===== src/rtl/sum_accum.sv =====
// Batch accumulator behind the 2-bit adder: sums COUNT accepted samples, then holds the
// total and an overflow flag on an output handshake. Define SUM_ACCUM_SAT_EN to saturate instead of wrap.
module sum_accum #(
  parameter int IN_W  = 2,
  parameter int ACC_W = 8,
  parameter int COUNT = 4
) (
  input  logic             clk,
  input  logic             reset_n,
  input  logic             in_valid,
  output logic             in_ready,
  input  logic [IN_W-1:0]  in_data,
  output logic             out_valid,
  input  logic             out_ready,
  output logic [ACC_W-1:0] out_sum,
  output logic             out_ovf
);

  localparam logic [1:0] IDLE  = 2'd0;
  localparam logic [1:0] ACCUM = 2'd1;
  localparam logic [1:0] HOLD  = 2'd2;

  localparam logic [7:0] LAST_CNT = 8'(COUNT - 1);

  logic [1:0]       state;
  logic [ACC_W-1:0] acc;
  logic [7:0]       cnt;
  logic             ovf;

  logic             accept;
  logic             last;
  logic [ACC_W:0]   sum_ext;
  logic             carry;
  logic             ovf_nxt;
  logic [ACC_W-1:0] acc_nxt;

  assign in_ready  = (state == ACCUM);
  assign out_valid = (state == HOLD);
  assign accept    = in_valid && in_ready;
  assign last      = (cnt == LAST_CNT);

  // NOTE: every signal written here gets a value on every path, so no latch is inferred.
  always_comb begin
    sum_ext = {1'b0, acc} + {{(ACC_W + 1 - IN_W){1'b0}}, in_data};
    carry   = sum_ext[ACC_W];
    ovf_nxt = ovf | carry;
`ifdef SUM_ACCUM_SAT_EN
    // Once the batch has overflowed the accumulator pins at all-ones.
    acc_nxt = ovf_nxt ? {ACC_W{1'b1}} : sum_ext[ACC_W-1:0];
`else
    acc_nxt = sum_ext[ACC_W-1:0];
`endif
  end

  // NOTE: sequential state uses non-blocking assignments so all registers update together.
  always_ff @(posedge clk or negedge reset_n) begin
    if (!reset_n) begin
      state   <= IDLE;
      acc     <= '0;
      cnt     <= '0;
      ovf     <= 1'b0;
      out_sum <= '0;
      out_ovf <= 1'b0;
    end else begin
      case (state)
        IDLE: state <= ACCUM;
        ACCUM: begin
          if (accept) begin
            acc <= acc_nxt;
            ovf <= ovf_nxt;
            cnt <= cnt + 8'd1;
            if (last) begin
              out_sum <= acc_nxt;
              out_ovf <= ovf_nxt;
              state   <= HOLD;
            end
          end
        end
        HOLD: begin
          // Results stay on out_sum/out_ovf after the handshake; only the batch state clears.
          if (out_ready) begin
            acc   <= '0;
            cnt   <= '0;
            ovf   <= 1'b0;
            state <= ACCUM;
          end
        end
        default: state <= IDLE;
      endcase
    end
  end

endmodule


===== config.mk =====
export PLATFORM = sky130hd
export DESIGN_NAME = sum_accum
export DESIGN_NICKNAME = d
export VERILOG_FILES = /design/src/rtl/sum_accum.sv
export SDC_FILE = /design/constraint.sdc
export NUM_CORES = 1
export LEC_CHECK = 0
export CAP_MARGIN = 5
export CORE_ASPECT_RATIO = 0.6
export CORE_MARGIN = 2
export CORE_UTILIZATION = 54
export DETAILED_ROUTE_END_ITERATION = 10
export GPL_ROUTABILITY_DRIVEN = 0
export PLACE_DENSITY = 0.78
export SLEW_MARGIN = 25
export SYNTH_ARGS = -nofsm -noshare
export SYNTH_HDL_FRONTEND = slang
export SYNTH_SLANG_ARGS = --single-unit

===== constraint.sdc =====
create_clock -name clk -period 2.11 [get_ports clk]
set_input_delay 0.422 -clock clk [delete_from_list [all_inputs] [get_ports clk]]
set_output_delay 0.422 -clock clk [all_outputs]
set_load 0.01 [all_outputs]

==> results.py, run 1 <==
metrics = {
    "final_layout": {
        "num_antenna_cells": 0,
        "final_cells": 190,
        "drive_gt1_share_pct": 13.9,
        "n_fill_cell": 189,
        "multi_input_area_um2": 654,
        "fin_nets": 169,
        "regArea_um2": 701,
        "syn_to_final_growth_pct": 18.9,
    },
    "synth": {
        "yosysUniqueCellTypes": 43,
        "synth_nets": 145,
        "async_flop_share_pct": 100,
        "synth_area_per_cell_um2": 10.6,
        "synth_edf_count": 0,
        "synthCells": 135,
        "synth-seq-cells": 28,
        "synth_area_um2": 1430,
        "yosys_most_used_dff": "dfrtp_1",
        "seq_area_frac_synth_pct": 49.0,
        "yosysWarningCount": 0,
    },
    "clocking": {
        "cts_sinks": 28,
        "cts_tree": "yes",
        "clock-root-buffer": "clkbuf_8",
        "cts_buffers": 3,
        "clk_transition_reported_paths_ps": 90,
        "cts_resized": 0,
        "cts_setup_buffers": 0,
        "clockBufferDepth": 2,
        "htreeDepth": 1,
        "postCtsHoldBufs": 0,
        "clock_latency_ps": 280,
    },
    "critical_path": {
        "critPathMaxFanout": 3,
        "critPathCaptureType": "register",
        "worstPathArrival_ps": 2200,
        "start_kind": "primary input",
        "crit_type": "in2reg",
        "required_ps": 2310,
    },
    "global_route": {
        "grt_pass1_wl_mm": 4.63,
        "grt.total_usage_pct": 20.7,
        "overflow": 0,
        "grt_pass1_vias": 912,
        "antenna_found_initial": 0,
        "grt_max_degree": 29,
    },
    "flow_run": {
        "cap_violations": 0,
    },
    "floorplanning": {
        "die_w_um": 70.4,
        "rows": 14,
        "dieArea_um2": 3090,
        "die_h_um": 43.9,
        "floorplan.initialDensity_pct": 57.1,
        "pin_count": 17,
        "core_um2": 2500,
    },
    "timing": {
        "min_period_ps": 2010,
        "fmax_mhz": 499,
        "final.setup.worst_slack_ps": 105,
        "rsz0062_at_grt": "false",
        "worst_pin_slew_ps": 350,
        "finalMaxSlewViolations": 0,
        "fin_skew_ps": 2.68,
        "fin_crit_sh_pct": 95.0,
        "final_hold_viol_count": 0,
        "finalSetupViolations": 0,
        "relSlewSlack_pct": 76.7,
    },
    "pwr": {
        "leakage_nw": 0.760,
        "vdd_drop_max_mv": 0.580,
        "power-per-cell-area_nw_per_um2": 995,
    },
    "drt": {
        "wl_per_cell_um": 15.1,
        "post-route-drc-count": 0,
        "wl_mm": 2.86,
        "viasPerCell": 5.51,
        "drtAntennaViolNets": 0,
        "vias": 1047,
        "drtIter0Drc": 65,
        "drt_pass1_iterations": 4,
    },
    "place": {
        "place_hpwl_mm": 2.10,
        "io_buffers": 16,
        "place_ws_ps": -179,
        "dpl.cell_count": 186,
    },
    "worst_hold_path": {
        "hold_path_class": "in2async",
    },
    "outcome": {
        "status": "finished, final reports clean",
    },
}
==> sequential cells by signal, summed over array words and instances (netlist names) <==
signal / flops
out_sum: 8
ovf: 1
out_ovf: 1
acc: 8
cnt: 8
state: 2
==> power by group <==
part / total [W] / switching, W / internal [W]
registers: 0.000826 / 0.000165 / 0.000661
clock network: 0.000330 / 0.000163 / 0.000167
logic: 0.000535 / 0.000259 / 0.000276
total: 0.00169 / 0.000588 / 0.00110
==> through the flow <==
| step | hold slack, ps | utilization (%) | area, um^2 | TNS, ps | power, W |
|---|---|---|---|---|---|
| after CTS | 505 | 67.9 | 1700 | 0 | 0.00170 |
| after detailed placement | 484 | 65.7 | 1650 | -767 | 0.00136 |
| after global routing | 519 | 67.9 | 1700 | 0 | 0.00179 |
| after global placement | 463 | 65.7 | 1650 | -484 | 0.00134 |
| after floorplan | 126 | - | 1430 | 0 | 0.00117 |
| final | 498 | 67.9 | 1700 | 0 | 0.00169 |
==> critical path, stage by stage <==
cell and delay [ps]:
clkdlybuf4s50_1 460, ha_1 160, inv_1 50, fa_1 380, and2b_2 240, nand4_1 160, xnor2_1 170, o21ai_0 150
==> cell usage after synthesis (2+ instances only) <==
cell type	number	share of area [%]
inv_1	6	1.6
and4_1	2	1.2
xnor2_1	5	3.1
dfrtp_1	28	49
nand2b_1	2	0.87
nand2_1	15	3.9
nand4_1	4	1.7
nor2_1	9	2.4
nor3_1	2	0.70
xor2_1	7	4.3
a21oi_1	3	1.0
o21ai_0	13	4.5
o31ai_1	3	1.6
a22o_1	3	1.8
nand3_1	3	1.0
ha_1	3	2.6
==> final timing paths <==
kind,slack [ps],start,end,depth (start not counted)
setup / recovery,100,in_data[0],out_sum[6],8
hold / removal,500,reset_n,cnt[0],2
setup reg to reg,330,acc[0],out_sum[6],7
hold reg to reg,500,out_sum[4],out_sum[4],2
max in group asynchronous,1340,reset_n,out_sum[1],2
min in group clk,500,out_sum[4],out_sum[4],2
==> logic make-up after synthesis <==
family                   after synthesis  synth area share [%]
buffers and inverters                 12                  5.25
AO/OA/AOI/OAI                         30                  13.1
multiplexers                           1                  1.05
AND/OR/NAND/NOR                       48                  20.2
XOR/XNOR                              12                  7.35
adder cells (fa/ha/maj)                4                  4.02
flip-flops                            28                  49.0
==> cells in the final DEF (no fill, tap or decap), drive strengths merged, types with 2 or more instances in the layout <==
cell / instances
o21ai: 15
clkdlybuf4s50: 16
ha: 3
and4: 3
nand3: 3
inv: 6
dfrtp: 28
buf: 9
nand2: 15
nor2: 10
a21oi: 3
and3b: 2
a22o: 3
xor2: 7
clkbuf: 4
xnor2: 5
o31ai: 3
nand4: 5
nand2b: 2
nor3: 2
==> metal layers <==
layer | up-vias | track usage (%) | routed length [um]
li1 | 516 | - | -
met1 | 506 | 31.4 | 1530
met2 | 21 | 27.5 | 1160
met3 | 4 | 5.81 | 128
met4 | 0 | 9.23 | 40
met5 | - | 0 | 0
==> cell type report <==
type | count | share of cell area [%]
Sequential cell | 28 | 41.2
Multi-Input combinational cell | 95 | 38.5
Timing Repair Buffer | 25 | 13.4
Clock buffer | 4 | 3.24
Tap cell | 32 | 2.35
Inverter | 6 | 1.32
Note: power is estimated with default switching activity, not from simulation.
==> inputs of run 2 (changes only) <==
--- a/config.mk
+++ b/config.mk
@@ -8,10 +8,12 @@
 export CAP_MARGIN = 5
 export CORE_ASPECT_RATIO = 0.6
 export CORE_MARGIN = 2
-export CORE_UTILIZATION = 54
+export CORE_UTILIZATION = 52
+export CTS_CLUSTER_DIAMETER = 40
+export CTS_CLUSTER_SIZE = 20
 export DETAILED_ROUTE_END_ITERATION = 10
 export GPL_ROUTABILITY_DRIVEN = 0
-export PLACE_DENSITY = 0.78
+export PLACE_DENSITY = 0.75
 export SLEW_MARGIN = 25
 export SYNTH_ARGS = -nofsm -noshare
 export SYNTH_HDL_FRONTEND = slang
==> run 2 against run 1 <==
  * Routed wire length up 0.59%
  * Combinational power up 2%
  * Cell count up 0.53%
  * Setup slack better by 35 ps
  * Sequential share of layout area down 0.30 points
  * Flip-flop and latch count unchanged
  * Worst hold slack worse by 10 ps
  * Global-route usage down 0.58 points
  * Sequential power down 0.8%
  * Total power up 0.22%
  * Count of clock-buffer cells in the layout unchanged
  * Core utilization down 0.91 points
  * Largest cell class unchanged
  * Highest routed layer unchanged
==> results.py, run 2 (synthesized netlist as in run 1, its figures left out) <==
metrics = {
    "global_route": {
        "grt.total_usage_pct": 20.1,
        "grt_pass1_vias": 990,
        "grt_max_degree": 29,
        "grt_pass1_wl_mm": 4.84,
        "overflow": 0,
        "antenna_found_initial": 0,
    },
    "pwr": {
        "vdd_drop_max_mv": 0.602,
        "leakage_nw": 0.764,
        "power-per-cell-area_nw_per_um2": 990,
    },
    "clocking": {
        "cts_tree": "yes",
        "clk_transition_reported_paths_ps": 90,
        "cts_sinks": 28,
        "clock-root-buffer": "clkbuf_8",
        "htreeDepth": 1,
        "postCtsHoldBufs": 0,
        "clockBufferDepth": 2,
        "cts_buffers": 3,
        "clock_latency_ps": 270,
    },
    "critical_path": {
        "crit_type": "in2reg",
        "worstPathArrival_ps": 2170,
        "cp_top_family": "buffers and inverters",
        "start_kind": "primary input",
        "slowest_delay_ps": 460,
        "critical-path-slowest-cell": "clkdlybuf4s50_1",
        "required_ps": 2310,
        "crit_chain": "clkdlybuf4s50_1 -> ha_2 -> inv_1 -> fa_2 -> and2b_2 -> buf_4 -> nand2_1 -> xor2_1 -> o21ai_0",
        "critPathBufInv": 3,
        "critPathCaptureType": "register",
        "critPathMaxFanout": 3,
    },
    "timing": {
        "finalSetupViolations": 0,
        "final.setup.worst_slack_ps": 140,
        "final_hold_viol_count": 0,
        "finalMaxSlewViolations": 0,
        "worst_pin_slew_ps": 365,
        "rsz0062_at_grt": "false",
        "relSlewSlack_pct": 75.6,
        "fmax_mhz": 508,
        "fin_crit_sh_pct": 93.4,
        "min_period_ps": 1970,
        "fin_hold_ws_ps": 487,
        "fin_skew_ps": 2.33,
    },
    "floorplanning": {
        "dieArea_um2": 3200,
        "rows": 14,
        "die_h_um": 44.6,
        "pin_count": 17,
        "die_w_um": 71.7,
        "floorplan.initialDensity_pct": 55.9,
        "core_um2": 2560,
    },
    "place": {
        "placed_area_um2": 1650,
        "place_ws_ps": -230,
        "io_buffers": 16,
        "place_hpwl_mm": 2.08,
    },
    "final_layout": {
        "final_cell_mix": "28 x dfrtp_1, 16 x clkdlybuf4s50_1, 15 x nand2_1",
        "drive_gt1_share_pct": 15.7,
        "final_core_util_pct": 67.0,
        "regArea_um2": 701,
        "fin_nets": 170,
        "design_area_um2": 1710,
        "num_antenna_cells": 0,
        "final_common_cell": "dfrtp_1",
        "syn_to_final_growth_pct": 19.8,
        "n_fill_cell": 184,
        "multi_input_area_um2": 659,
        "top_regs": "acc x8, cnt x8, out_sum x8",
    },
    "drt": {
        "drtAntennaViolNets": 0,
        "viasPerCell": 5.51,
        "vias": 1052,
        "drtIter0Drc": 54,
        "drt_pass1_iterations": 4,
        "wl_per_cell_um": 15.1,
        "post-route-drc-count": 0,
        "wl_mm": 2.88,
    },
    "outcome": {
        "status": "finished, final reports clean",
    },
    "flow_run": {
        "cap_violations": 0,
    },
    "worst_hold_path": {
        "hold_path_class": "reg2reg",
    },
}
## run 2: metal layers
metal / track usage [%] / wire length (um) / vias to the layer above
met5: 0 / 0 / -
met4: 6.04 / 25 / 0
met3: 6.38 / 190 / 5
met2: 28.3 / 1170 / 29
met1: 29.8 / 1490 / 498
li1: - / - / 520
## run 2: cell type report
| type | instances | area share [%] |
|---|---|---|
| Sequential cell | 28 | 40.9 |
| Inverter | 6 | 1.31 |
| Clock buffer | 4 | 3.21 |
| Multi-Input combinational cell | 95 | 38.5 |
| Tap cell | 32 | 2.34 |
| Timing Repair Buffer | 26 | 13.7 |
## run 2: repair_timing
action / in CTS / in global routing
buffers inserted: 0 / 1
endpoints found under the setup margin: 0 / 2
resized for setup: 0 / 3
## run 2: where the power goes
part | leakage (nW) | switching [W] | internal, W
Clock | 0.0288 | 0.000163 | 0.000167
Sequential | 0.367 | 0.000158 | 0.000661
Combinational | 0.368 | 0.000259 | 0.000287
## run 2: worst min-delay path, cell delays in order, from the launching register on
cell,delay [ps]
dfrtp_1,350
nand2_1,50
o21ai_0,60
## run 2: metrics by stage
step | instances | setup TNS (ps) | power, W
3_5_place_dp | 186 | -825 | 0.00136
5_1_grt | 191 | 0 | 0.00180
2_1_floorplan | 135 | 0 | 0.00117
6_report | 191 | 0 | 0.00170
4_1_cts | 190 | 0 | 0.00169
3_3_place_gp | 186 | -421 | 0.00134
## run 2: path summary, 6_finish.rpt
check	slack [ps]	cells past startpoint	end	from
worst min register to register	490	2	out_sum[2]	out_sum[2]
worst max-delay path	140	9	out_sum[4]	in_data[0]
worst max register to register	370	8	out_sum[4]	acc[0]
worst min-delay path	490	2	out_sum[2]	out_sum[2]
max in group asynchronous	1330	2	state[0]	reset_n
min in group asynchronous	520	2	cnt[2]	reset_n
==> inputs of run 3 (changes only) <==
--- a/config.mk
+++ b/config.mk
@@ -5,7 +5,7 @@
 export SDC_FILE = /design/constraint.sdc
 export NUM_CORES = 1
 export LEC_CHECK = 0
-export CAP_MARGIN = 5
+export CAP_MARGIN = 25
 export CORE_ASPECT_RATIO = 0.6
 export CORE_MARGIN = 2
 export CORE_UTILIZATION = 52
==> results of run 3 <==
Final layout, timing and power as in run 2 (identical DEF).
